[config.mk]
export PLATFORM = sky130hd
export DESIGN_NAME = logic_gate_unit_flat
export DESIGN_NICKNAME = d
export VERILOG_FILES = /design/src/rtl/logic_gate_unit_if.sv /design/src/rtl/logic_gate_unit.sv /design/src/flat_wrapper.sv
export SDC_FILE = /design/constraint.sdc
export NUM_CORES = 1
export LEC_CHECK = 0
export CAP_MARGIN = 20
export CELL_PAD_IN_SITES_DETAIL_PLACEMENT = 0
export CELL_PAD_IN_SITES_GLOBAL_PLACEMENT = 1
export CORE_AREA = 2 2 67 69
export CTS_CLUSTER_DIAMETER = 40
export DETAILED_ROUTE_END_ITERATION = 6
export DIE_AREA = 0 0 69 71
export PLACE_DENSITY = 0.86
export SETUP_SLACK_MARGIN = 0.5
export SLEW_MARGIN = 20
export SYNTH_ARGS = -nofsm -noshare
export SYNTH_HDL_FRONTEND = slang
export SYNTH_SLANG_ARGS = --single-unit
[constraint.sdc]
create_clock -name clk -period 3.8 [get_ports clk]
set_input_delay 0.38 -clock clk [delete_from_list [all_inputs] [get_ports clk]]
set_output_delay 0.38 -clock clk [all_outputs]
set_load 0.05 [all_outputs]
[src/rtl/logic_gate_unit_if.sv]
// Valid/ready operand and result bundle for logic_gate_unit.
// The upstream/downstream driver uses the master modport; the unit uses the slave modport.
interface logic_gate_unit_if #(
    parameter int WIDTH = 8
);
    logic             in_valid;
    logic             in_ready;
    logic [WIDTH-1:0] a;
    logic [WIDTH-1:0] b;
    logic [2:0]       op;
    logic             out_valid;
    logic             out_ready;
    logic [WIDTH-1:0] y;
    logic             zero;
    logic             any;

    modport master (
        output in_valid, a, b, op, out_ready,
        input  in_ready, out_valid, y, zero, any
    );

    modport slave (
        input  in_valid, a, b, op, out_ready,
        output in_ready, out_valid, y, zero, any
    );
endinterface

[src/rtl/logic_gate_unit.sv]
// Registered N-bit bitwise gate with run-time function select and a sticky OR accumulator.
// One output register behind a valid/ready handshake; a new beat is taken while the old one drains.
module logic_gate_unit #(
    parameter int               WIDTH    = 8,
    parameter logic [WIDTH-1:0] ACC_INIT = '0
) (
    input logic              clk,
    input logic              rst_n,
    logic_gate_unit_if.slave bus
);
    typedef enum logic [2:0] {
        OP_AND  = 3'b000,
        OP_OR   = 3'b001,
        OP_XOR  = 3'b010,
        OP_NAND = 3'b011,
        OP_NOR  = 3'b100,
        OP_XNOR = 3'b101,
        OP_ACC  = 3'b110,
        OP_CLR  = 3'b111
    } op_t;

    op_t              op_p0;
    logic [WIDTH-1:0] res_p0;
    logic [WIDTH-1:0] acc_nxt_p0;
    logic             rdy_p0;
    logic             take_p0;

    logic [WIDTH-1:0] acc_p1;
    logic [WIDTH-1:0] y_p1;
    logic             vld_p1;
    logic             zero_p1;
    logic             any_p1;

    function automatic logic [WIDTH-1:0] gate_eval(
        input op_t              op,
        input logic [WIDTH-1:0] a,
        input logic [WIDTH-1:0] b,
        input logic [WIDTH-1:0] acc
    );
        case (op)
            OP_AND:  gate_eval = a & b;
            OP_OR:   gate_eval = a | b;
            OP_XOR:  gate_eval = a ^ b;
            OP_NAND: gate_eval = ~(a & b);
            OP_NOR:  gate_eval = ~(a | b);
            OP_XNOR: gate_eval = ~(a ^ b);
            OP_ACC:  gate_eval = acc | a | b;
            default: gate_eval = a | b;
        endcase
    endfunction

    function automatic logic [WIDTH-1:0] acc_update(
        input op_t              op,
        input logic [WIDTH-1:0] r,
        input logic [WIDTH-1:0] acc
    );
        case (op)
            OP_ACC:  acc_update = r;
            OP_CLR:  acc_update = ACC_INIT;
            default: acc_update = acc;
        endcase
    endfunction

    // Stage p0: combinational evaluation and handshake; acc_p1 is read directly so
    // back-to-back ACC beats see the value written by the previous accepted beat.
    always_comb begin
        op_p0      = op_t'(bus.op);
        res_p0     = gate_eval(op_p0, bus.a, bus.b, acc_p1);
        acc_nxt_p0 = acc_update(op_p0, res_p0, acc_p1);
        rdy_p0     = !vld_p1 || bus.out_ready;
        take_p0    = bus.in_valid && rdy_p0;
    end

    // Stage p1: output register and accumulator.
    always_ff @(posedge clk or negedge rst_n) begin
        if (!rst_n) begin
            vld_p1  <= 1'b0;
            y_p1    <= '0;
            zero_p1 <= 1'b1;
            any_p1  <= 1'b0;
            acc_p1  <= ACC_INIT;
        end else if (take_p0) begin
            vld_p1  <= 1'b1;
            y_p1    <= res_p0;
            zero_p1 <= ~|res_p0;
            any_p1  <= |res_p0;
            acc_p1  <= acc_nxt_p0;
        end else if (bus.out_ready) begin
            vld_p1  <= 1'b0;
        end
    end

    assign bus.in_ready  = rdy_p0;
    assign bus.out_valid = vld_p1;
    assign bus.y         = y_p1;
    assign bus.zero      = zero_p1;
    assign bus.any       = any_p1;
endmodule

[src/flat_wrapper.sv]
// flat-port wrapper written by rule: the top's interface ports become plain ports
module logic_gate_unit_flat 
#(
    parameter int               WIDTH    = 8,
    parameter logic [WIDTH-1:0] ACC_INIT = '0
)
  (clk, rst_n, bus_in_valid, bus_a, bus_b, bus_op, bus_out_ready, bus_in_ready, bus_out_valid, bus_y, bus_zero, bus_any);
  logic_gate_unit_if #(.WIDTH(WIDTH)) bus_i ();
  input logic clk;
  input logic rst_n;
  input wire logic [$bits(bus_i.in_valid)-1:0] bus_in_valid;
  input wire logic [$bits(bus_i.a)-1:0] bus_a;
  input wire logic [$bits(bus_i.b)-1:0] bus_b;
  input wire logic [$bits(bus_i.op)-1:0] bus_op;
  input wire logic [$bits(bus_i.out_ready)-1:0] bus_out_ready;
  output wire logic [$bits(bus_i.in_ready)-1:0] bus_in_ready;
  output wire logic [$bits(bus_i.out_valid)-1:0] bus_out_valid;
  output wire logic [$bits(bus_i.y)-1:0] bus_y;
  output wire logic [$bits(bus_i.zero)-1:0] bus_zero;
  output wire logic [$bits(bus_i.any)-1:0] bus_any;
  assign bus_i.in_valid = bus_in_valid;
  assign bus_i.a = bus_a;
  assign bus_i.b = bus_b;
  assign bus_i.op = bus_op;
  assign bus_i.out_ready = bus_out_ready;
  assign bus_in_ready = bus_i.in_ready;
  assign bus_out_valid = bus_i.out_valid;
  assign bus_y = bus_i.y;
  assign bus_zero = bus_i.zero;
  assign bus_any = bus_i.any;
  logic_gate_unit #(.WIDTH(WIDTH), .ACC_INIT(ACC_INIT)) u_core (.clk(clk), .rst_n(rst_n), .bus(bus_i));
endmodule
* After elaboration in Yosys (flattened, before gate mapping) *
Cells that the tools add are included.

storage, ports and cells
  register bits after elaboration = 19
  bits of input ports = 23
  output and inout bits = 12

operators by class
  eq/ne operators = 6
  multiplexer cells = 4
  bitwise gates (word level) = 8
  reduce and logical (&&, ||, !) cells = 9

operators with widths
  operator                                       number
  case mux 8 bit (6 select lines)                1
  inverter 8 bit                                 3
  bitwise OR 8 bit                               3
  case mux 8 bit (2 select lines)                1
  == test 3 bit, second input constant           4
  AND 8 bit                                      1
  OR reduction 8 bit                             1
  bitwise XOR 8 bit                              1
  == test 3 x 2 -> 1 bit, second input constant  2
  nonzero test 2 bit                             2
  logical NOT 3 bit                              1
  logical NOT 1 bit                              2
  two-way mux 1 bit                              2
  AND reduction 2 bit                            1
  logical AND 1 bit                              1
  logical OR 1 bit                               1

* Depth between registers and ports, before layout *
Gate-level depths: netlist of the first run.

  depth after elaboration = 5
  depth in mapped cells = 8

* Worst setup path before layout of the first run *
Ideal clock, no wire load.

  path type = register to register
  from = reg u_core.vld_p1 (netlist: u_core.bus.out_valid)
  to = reg u_core.acc_p1[0]
  arrival time = 2030 ps
  setup slack = 1648 ps
  cell stages (with the launch flop) = 7
  path buffers = 1
  clock period less this slack = 2152 ps
  cell sequence = dfrtp_1 > nand2b_1 > and2_1 > clkbuf_1 > nand3_1 > nor2_1 > a32o_1

on the way
  cells in the longest elaborated chain, start to end = 4

ends and longest elaborated chain
  element                               line                   source
  from (decl)                           logic_gate_unit.sv:30  logic vld_p1;
  from (signal assigned)                logic_gate_unit.sv:77  vld_p1 <= 1'b0;
  from (signal assigned)                logic_gate_unit.sv:83  vld_p1 <= 1'b1;
  from (signal assigned)                logic_gate_unit.sv:89  vld_p1 <= 1'b0;
  logical NOT 1 bit                     logic_gate_unit.sv:70  rdy_p0 = !vld_p1 || bus.out_ready;
  logical OR 1 bit                      logic_gate_unit.sv:70
  named net bus_in_ready                flat_wrapper.sv:16     output wire logic [$bits(bus_i.in_ready)-1:0] bus_in_ready;
  logical AND 1 bit                     logic_gate_unit.sv:71  take_p0 = bus.in_valid && rdy_p0;
  AND reduction 2 bit (no source line)  -
  to (signal assigned)                  logic_gate_unit.sv:87  acc_p1 <= acc_nxt_p0;
  to (decl)                             logic_gate_unit.sv:28  logic [WIDTH-1:0] acc_p1;

The timed path passes the listed nets, and every way through them passes these cells.
A chain may end at the register's enable or synchronous reset.

* Worst setup path after layout of the first run *
  from = in bus_op[1]
  to = reg u_core.any_p1 (netlist: u_core.bus.any)

on the way
  cells in the longest elaborated chain, start to end = 3
  elaborated cells between the ends (all ways) = 8
  classes of those cells = 5 x eq/ne; 1 x mux; 2 x reduce/logical

ends and longest elaborated chain
  element                                line                   source
  from (decl)                            flat_wrapper.sv:14     input wire logic [$bits(bus_i.op)-1:0] bus_op;
  == test 3 bit (tied with other cells)  logic_gate_unit.sv:40  case (op)
  case mux 8 bit (6 select lines) *      logic_gate_unit.sv:40
  OR reduction 8 bit *                   logic_gate_unit.sv:86  any_p1 <= |res_p0;
  to (signal assigned)                   logic_gate_unit.sv:86
  to (decl)                              logic_gate_unit.sv:32  logic any_p1;

Every way passes the cells marked *; elsewhere a longest branch is shown, timed or not.

==> results of run 1 <==
==> power groups by stage <==
stage / Sequential, W / Combinational (W) / Clock, W
after floorplan: 0.000309 / 0.000114 / 0
after global routing: 0.000254 / 0.000286 / 0.000147
after CTS: 0.000251 / 0.000263 / 0.000140
after detailed placement: 0.000254 / 0.000261 / 0
after global placement: 0.000255 / 0.000262 / 0
final: 0.000250 / 0.000261 / 0.000137
==> layout make-up <==
type | count | area, sq um
sequential | 19 | 477
clock buffer | 4 | 45.0
timing repair buffer | 36 | 355
fill | 435 | 2170
tap | 52 | 65.1
multi-input combinational | 147 | 1020
inverter | 21 | 78.8
==> logic make-up after synthesis <==
group / after synthesis
AND/OR/NAND/NOR: 73
buffers and inverters: 32
flip-flops: 19
adder cells (fa/ha/maj): 16
multiplexers: 6
AO/OA/AOI/OAI: 52
==> stage by stage <==
stage               power [W]  cells  util [%]
floorplan            0.000422    198         -
global placement     0.000517    275      47.4
detailed placement   0.000515    275      47.4
CTS                  0.000654    279      48.5
global route         0.000687    279      48.5
finish               0.000648    279      48.5
==> worst min-delay path, delay by kind of cell, from the launching register on <==
family,cells,cell delay [ps]
AND/OR/NAND/NOR,2,100
flip-flops,1,370
==> path summary, 6_finish.rpt <==
| check | start | endpoint | cells past startpoint |
|---|---|---|---|
| setup / recovery | bus_op[1] | u_core.bus.any$_DFFE_PN0P_ | 8 |
| hold / removal | u_core.bus.zero$_DFFE_PN1P_ | u_core.bus.zero$_DFFE_PN1P_ | 2 |
| setup reg to reg | u_core.acc_p1[1]$_DFFE_PN0P_ | u_core.bus.any$_DFFE_PN0P_ | 6 |
| hold reg to reg | u_core.bus.zero$_DFFE_PN1P_ | u_core.bus.zero$_DFFE_PN1P_ | 2 |
| max in group asynchronous | rst_n | u_core.acc_p1[3]$_DFFE_PN0P_ | 1 |
| min in group asynchronous | rst_n | u_core.bus.y[4]$_DFFE_PN0P_ | 1 |
==> synthesized netlist by cell type, drive strengths merged (2+ instances only) <==
cell and count:
inv 20, o211ai 2, nand4 2, a211o 2
nand2b 5, clkbuf 2, nand3 3, o31ai 3
o311ai 2, a211oi 2, o21ai 16, nor2 8
and2 4, buf 9, ha 16, mux2 2
o32ai 2, a21oi 7, dfrtp 18, nor2b 11
nor3 8, a22o 4, nand2 23, nand3b 3
mux2i 4
==> per-layer routing <==
layer  vias to the layer above  track usage (%)  routed length [um]  part of all wire [%]
li1                        757                -                   -                     -
met1                       707             24.4                1930                    51
met2                        45             22.2                1610                    42
met3                         5             1.85                 200                   5.3
met4                         0             5.88                  51                   1.3
met5                         -                0                   0                     0
==> registers in the layout, summed over array words and instances (netlist names) <==
signal,flops
u_core.bus.any,1
u_core.bus.out_valid,1
u_core.bus.zero,1
u_core.acc_p1,8
u_core.bus.y,8
==> results.toml, run 1 <==
[worst_setup_path]
critPathBufInv = 2
cp.required_ps = 3940
crit_family = "buffers and inverters"
setup.worst_path.end_class = "flop"
slowest_stage = "clkdlybuf4s50_1"
path_cells = "clkdlybuf4s50_1 -> buf_4 -> nor4b_1 -> a221oi_1 -> o22ai_1 -> o2111a_1 -> nand4_1 -> o21a_1"
r2r_setup_slack_ps = 1950
slowest_delay_ps = 920
cp_max_fo = 22
worst_ep_arrival_time_ps = 2810
critical_path_class = "primary input to flop"
cp-start-kind = "primary input"

[layout]
finalInstanceArea_sq_um = 2040
area_delta_synth_final_pct = 24.5
antenna_cells = 0
layout_commonest_cell = "clkdlybuf4s50_1"
drive_above_1_share_pct = 3.96
nNetsFinal = 267
layout_common_cells = "clkdlybuf4s50_1, nand2_1, inv_1, dfrtp_1, ha_1"

[yosys]
ys_seq_area_share_pct = 29.1
synthDistinctLibCells = 53
synth_xor_area_share_pct = 0
yosysTopAreaCell = "dfrtp_1"
yosysWarnings = 0
synth_top_family_by_area = "simple AND/OR/NAND/NOR gates"
ys_seq_elements = 19
netlist_area_sq_um = 1640
yosys.area_share.simple_pct = 23.7
syn_inst = 198
syn-num-nets = 237
synth_compound_area_share_pct = 22.4
synth-edff-count = 0
synthTopCellsByArea = "dfrtp_1, ha_1, nand2_1"
synthAdderAreaFrac_pct = 12.2
async_reset_ff_share_pct = 100
synth.avg_cell_area_sq_um = 8.27
yosys-mux-area-fraction_pct = 3.82
synth_flop_cell = "dfrtp_1"
synth.top_cell.area_share_pct = 27.5

[pwr]
p_comb_share_pct = 40.3
p_seq_share_pct = 38.6
p_per_area_nw_per_um2 = 318
p_int_w = 0.000413
p_sw_share_pct = 36.3
power_switching_w = 0.000235
ir_drop_mv = 0.234
power_frac_clock_pct = 21.1
power_leakage_nw = 0.908

[sta]
finalClockSkew_ps = 5.01
final_hold_viol_count = 0
drv_slew = 0
fin_crit_ps = 2670
fin_setup_tns_ps = 0
hold_slack_ps = 468
worst_pin_slew_ps = 817
setup_viol_count_final = 0
fmax_ghz = 0.375
rsz0062_at_grt = "no"
slew_headroom_pct = 45.4
min_period_over_period_pct = 70.3
setup_slack_ps = 1130

[cts]
htreeDepth = 1
clock_sinks = 19
cts_setup_buffers = 0
cts_hold_buf = 0
clkLatencyLatePin_ps = 250
clk_pin_slew_ps = 60
cts_buffers = 3
cts_buffer_depth = 2
cts_tree = "done"
cts_root_buf = "clkbuf_8"
cts.repair.resized = 0

[floorplan]
core_sq_um = 4200
dieHeight_um = 71
die_w_um = 69
initial_core_util_pct = 38.9
rows = 24
die-area_sq_um = 4900
pin_count = 35

[placement]
routabilityCongestion = 0.848
hpwl_um = 2920
post_dp_cell_area_sq_um = 1990
place_ws_ps = 916
portBuffers = 34

[global_route]
grt_pass1_wl_um = 6430
antenna_found_initial = 0
grt_pass1_vias = 1383
grt_overflow = 0
gr-usage-all-layers_pct = 15.7
grt_max_degree = 24

[route]
routed_wl_um = 3800
drtIter0Drc = 136
wl_per_cell_um = 13.6
firstDrtPassIters = 4
drc_errors = 0
via_count = 1514
vias_per_cell = 5.43
final_antenna_net_count = 0

[flow_run]
drv_cap = 0

[status]
status = "finished, final reports clean"

[worst_hold_path]
holdCritPathClass = "flop to flop"
No activity file was read; power rests on OpenSTA's default activity.
==> run 2: changes to the inputs <==
--- a/config.mk
+++ b/config.mk
@@ -8,11 +8,11 @@
 export CAP_MARGIN = 20
 export CELL_PAD_IN_SITES_DETAIL_PLACEMENT = 0
 export CELL_PAD_IN_SITES_GLOBAL_PLACEMENT = 1
-export CORE_AREA = 2 2 67 69
+export CORE_AREA = 2 2 73 75
 export CTS_CLUSTER_DIAMETER = 40
 export DETAILED_ROUTE_END_ITERATION = 6
-export DIE_AREA = 0 0 69 71
-export PLACE_DENSITY = 0.86
+export DIE_AREA = 0 0 75 77
+export PLACE_DENSITY = 0.77
 export SETUP_SLACK_MARGIN = 0.5
 export SLEW_MARGIN = 20
 export SYNTH_ARGS = -nofsm -noshare
==> constraint.sdc (replaced) <==
create_clock -name clk -period 2.37 [get_ports clk]
set_input_delay 0.237 -clock clk [delete_from_list [all_inputs] [get_ports clk]]
set_output_delay 0.237 -clock clk [all_outputs]
set_load 0.05 [all_outputs]
==> run 2 against run 1 <==
Total power grew 69%. Routed wire length up 14%. Cell count is 13% higher. Hold slack got worse by 160 ps. Via count up 2.6%. Register-to-register slack got worse by 1400 ps. Sequential share of layout area down 2.4 points. Cell area rose by 12%. Sequential power increased by 62%. Critical endpoint unchanged. Highest routed layer unchanged.
==> results.toml, run 2 (synthesis gave the netlist of run 1 again) <==
[sta]
fin_setup_tns_ps = 0
final_hold_viol_count = 0
slew_headroom_pct = 65.6
drv_slew = 0
setup_slack_ps = 480
finalClockSkew_ps = 1.65
rsz0062_at_grt = "yes"
setup_viol_count_final = 0
min_period_over_period_pct = 79.8
fmax_ghz = 0.529
worst_pin_slew_ps = 515
fin_crit_ps = 1890

[cts]
clock_sinks = 19
cts_buffer_depth = 2
cts_buffers = 3
clkLatencyLatePin_ps = 250
cts_hold_buf = 0
htreeDepth = 1
cts_root_buf = "clkbuf_8"
cts_tree = "done"
clk_pin_slew_ps = 70

[floorplan]
die-area_sq_um = 5780
dieHeight_um = 77
die_w_um = 75
pin_count = 35
core_sq_um = 4980
initial_core_util_pct = 32.9
rows = 26

[layout]
antenna_cells = 0
nNetsFinal = 286
area_delta_synth_final_pct = 39.1
layout_commonest_cell = "nand2_1"
drive_above_1_share_pct = 16.3
layout_common_cells = "nand2_1, buf_4, inv_1, clkdlybuf4s50_1, dfrtp_1"

[worst_setup_path]
slowest_stage = "or4_4"
r2r_cells = 6
cp_max_fo = 4
setup.worst_path.end_class = "flop"
slowest_delay_ps = 530
cp-start-kind = "primary input"
r2r_start = "u_core.acc_p1[1]$_DFFE_PN0P_"
critPathLaunch = "bus_a[5]"
critical_path_class = "primary input to flop"
crit_end = "u_core.bus.any$_DFFE_PN0P_"
path_cells = "clkdlybuf4s50_1 -> inv_1 -> ha_2 -> or4_4 -> a31oi_4 -> nand4_1 -> o21a_1"
worst_ep_arrival_time_ps = 2040
reg2reg_to = "u_core.bus.any$_DFFE_PN0P_"
r2r_setup_slack_ps = 560
cp.required_ps = 2520

[pwr]
p_per_area_nw_per_um2 = 480
power_leakage_nw = 1.07
ir_drop_mv = 0.389

[placement]
routabilityCongestion = 0.838
portBuffers = 34
hpwl_um = 3260
place_ws_ps = 42.7

[global_route]
grt_max_degree = 20
grt_use_met1_pct = 23.9
grt_pass1_vias = 1447
grt_pass1_wl_um = 7020
busiest_layer = "met1"
gr-usage-all-layers_pct = 15.2
antenna_found_initial = 0
grt_overflow = 0
use_met2_pct = 21.5
met3_usage_pct = 2.10

[route]
firstDrtPassIters = 4
via_count = 1554
wl_per_cell_um = 13.7
final_antenna_net_count = 0
vias_per_cell = 4.92
drc_errors = 0
routed_wl_um = 4320
drtIter0Drc = 84

[status]
status = "finished, final reports clean"

[flow_run]
drv_cap = 0

[worst_hold_path]
holdCritPathClass = "primary input to asynchronous set/reset pin"
==> run 2: cell count changes in the layout (fill, tap and decap cells not counted), sizes merged <==
cell           change
dlymetal6s2s       +5
buf               +19
clkdlybuf4s50     -14
dlygate4sd2        +9
==> run 2: metrics by stage <==
step	total power (W)	instances	instance area (sq um)	util [%]	hold WS, ps
after floorplan	0.000678	198	1640	-	-58.6
after global placement	0.000854	308	2130	42.8	473
after detailed placement	0.000853	308	2130	42.8	454
after CTS	0.00109	315	2240	45.0	316
after global routing	0.00116	316	2280	45.8	347
final	0.00109	316	2280	45.8	308
==> run 2: timing repair <==
item,CTS,global route
pin swaps,7,6
setup buffers,3,1
setup endpoints to repair,5,8
gates resized for setup,19,9
==> run 2: worst max-delay path: cells and delay by family <==
family,cells,cell delay (ps)
and+or+nand+nor,2,690
buffers and inverters,2,560
AOI/OAI and AO/OA,2,370
adders and majority gates,1,190
==> run 2: metal layers <==
metal | up-vias | part of all wire, %
met5 | - | 0
met4 | 0 | 0.93
met3 | 4 | 4.6
met2 | 33 | 42
met1 | 722 | 53
li1 | 795 | -
==> run 2: final cells by class <==
| cell class | instances | area, sq um |
|---|---|---|
| Fill cell | 501 | 2700 |
| Multi-Input combinational cell | 147 | 1090 |
| Timing Repair Buffer | 55 | 499 |
| Sequential cell | 19 | 478 |
| Tap cell | 70 | 87.6 |
| Inverter | 21 | 78.8 |
| Clock buffer | 4 | 45.0 |
==> run 2: where the power goes <==
group	internal, W	switching, W	total, W
Combinational	0.000201	0.000270	0.000470
Clock	0.000119	0.0000987	0.000218
Sequential	0.000374	0.0000310	0.000405
==> run 2: how the worst min path moves through the flow <==
stage | endpoint | slack [ps] | startpoint
after floorplan | u_core.acc_p1[0]$_DFFE_PN0P_ | -60 | rst_n
after global placement | u_core.acc_p1[7]$_DFFE_PN0P_ | 470 | u_core.acc_p1[7]$_DFFE_PN0P_
after detailed placement | u_core.bus.zero$_DFFE_PN1P_ | 450 | u_core.bus.zero$_DFFE_PN1P_
after CTS | u_core.bus.y[3]$_DFFE_PN0P_ | 320 | rst_n
after global routing | u_core.bus.y[5]$_DFFE_PN0P_ | 350 | rst_n
final | u_core.bus.y[3]$_DFFE_PN0P_ | 310 | rst_n
==> run 3: changes to the inputs <==
==> constraint.sdc (replaced) <==
create_clock -name clk -period 1.7 [get_ports clk]
set_input_delay 0.17 -clock clk [delete_from_list [all_inputs] [get_ports clk]]
set_output_delay 0.17 -clock clk [all_outputs]
set_load 0.05 [all_outputs]
==> run 3 against run 2 <==
The flow now finishes with violations (setup timing). Hold slack lost 68 ps. Combinational power grew 62%. Critical path depth shrank 1.
==> results.toml, run 3 (synthesis gave the netlist of run 1 again) <==
[layout]
layout_common_cells = "buf_4, nand2_1, dfrtp_1, inv_1, dlygate4sd2_1"
final_util_pct = 53.0
fill_cells = 470
nNetsFinal = 318
register_area_sq_um = 478
drive_above_1_share_pct = 41.4
antenna_cells = 0
area_delta_synth_final_pct = 61.2
layout_commonest_cell = "buf_4"
multi_input_area_sq_um = 1210

[placement]
hpwl_um = 3440
routabilityCongestion = 0.814
portBuffers = 34

[global_route]
grt_max_degree = 20
grt_pass1_wl_um = 7460
gr-usage-all-layers_pct = 16.1
grt_pass1_vias = 1716
grt_overflow = 0
antenna_found_initial = 0

[sta]
min_period_over_period_pct = 111
setup_viol_count_final = 2
worst_pin_slew_ps = 383
final_hold_viol_count = 0
slew_headroom_pct = 74.4
finalClockSkew_ps = 4.55
rsz0062_at_grt = "yes"
setup_slack_ps = -181
hold_slack_ps = 240
fin_crit_ps = 1880
fmax_ghz = 0.532
drv_slew = 0

[worst_setup_path]
r2r_cells = 6
setup.worst_path.end_class = "flop"
reg2reg_to = "u_core.bus.any$_DFFE_PN0P_"
critical_path_class = "flop to flop"
worst_ep_arrival_time_ps = 2030
critPathLaunch = "u_core.acc_p1[1]$_DFFE_PN0P_"
r2r_start = "u_core.acc_p1[1]$_DFFE_PN0P_"
cp_max_fo = 2
cp.required_ps = 1850
cp-start-kind = "flop"
r2r_setup_slack_ps = -180
crit_end = "u_core.bus.any$_DFFE_PN0P_"

[status]
status = "finished with violations"
violations = "setup timing"

[cts]
cts_root_buf = "clkbuf_8"
clkLatencyLatePin_ps = 250
clk_pin_slew_ps = 70
clock_sinks = 19
htreeDepth = 1
cts_buffer_depth = 2
cts_buffers = 3
cts_hold_buf = 0
cts_tree = "done"

[floorplan]
initial_core_util_pct = 32.9
dieHeight_um = 77
die-area_sq_um = 5780
pin_count = 35
die_w_um = 75
rows = 26
core_sq_um = 4980

[flow_run]
drv_cap = 0

[route]
via_count = 1705
routed_wl_um = 4440
drtIter0Drc = 60
vias_per_cell = 4.90
drc_errors = 0
wl_per_cell_um = 12.8
firstDrtPassIters = 4
final_antenna_net_count = 0

[pwr]
p_total_w = 0.00164
ir_drop_mv = 0.513
power_leakage_nw = 1.24
p_per_area_nw_per_um2 = 621

[worst_hold_path]
holdCritPathClass = "primary input to asynchronous set/reset pin"
[run 3: changes by cell type in the layout (fill, tap and decap cells not counted), sizes merged]
cell           change
buf               +41
clkdlybuf4s50     -17
clkdlybuf4s15      +8
dlygate4sd2        +5
dlymetal6s2s       -5
clkbuf             -1
clkinv             +1
[run 3: area by class of cell]
| class | instances | area share (%) |
|---|---|---|
| flip-flops and latches | 19 | 18.1 |
| multi-input cells | 147 | 46.0 |
| clock buffers | 3 | 1.56 |
| inverters | 21 | 2.99 |
| clock inverters | 1 | 0.190 |
| well taps | 70 | 3.32 |
| repair buffers | 87 | 27.8 |
[run 3: layer usage]
layer  GRT usage [%]  routed length [um]  up-vias
met5               0                   0        -
met4            4.82                  51        0
met3            2.10                 128        7
met2            28.3                2260       30
met1            19.7                2000      802
li1                -                   -      866
[run 3: worst min-delay path by stage]
stage                                      from                            to  slack [ps]  cells past startpoint
floorplan                                 rst_n  u_core.acc_p1[0]$_DFFE_PN0P_        -130                      0
global placement    u_core.bus.y[0]$_DFFE_PN0P_   u_core.bus.y[0]$_DFFE_PN0P_         460                      2
detailed placement  u_core.bus.y[0]$_DFFE_PN0P_   u_core.bus.y[0]$_DFFE_PN0P_         470                      2
CTS                                       rst_n   u_core.bus.y[1]$_DFFE_PN0P_         250                      2
global route                              rst_n   u_core.bus.y[1]$_DFFE_PN0P_         270                      2
finish                                    rst_n    u_core.bus.any$_DFFE_PN0P_         240                      2
[run 3: what timing repair did]
action / CTS / global route
pin swaps: 24 / 3
setup endpoints to repair: 24 / 20
gates resized for setup: 85 / 7
setup buffers: 6 / 2
[run 3: critical path, stage by stage, from the launching register on]
cell and delay (ps):
dfrtp_1 400, or4b_4 490, o211ai_2 80, o31ai_2 100, a222oi_1 400, nand4_1 180, o21a_1 130
[run 3: report_power, final]
group,switching [W],internal [W]
sequential,0.0000449,0.000522
combinational,0.000412,0.000350
clock,0.000147,0.000163
[run 3: per-stage QoR]
stage          std cells  instance area, sq um  setup TNS [ps]  setup slack (ps)
6_report             348                  2640            -272              -181
5_1_grt              348                  2640            -548              -224
4_1_cts              346                  2610            -185              -132
3_5_place_dp         336                  2400           -5790              -608
3_3_place_gp         336                  2400           -5220              -517
2_1_floorplan        198                  1710               0              80.9
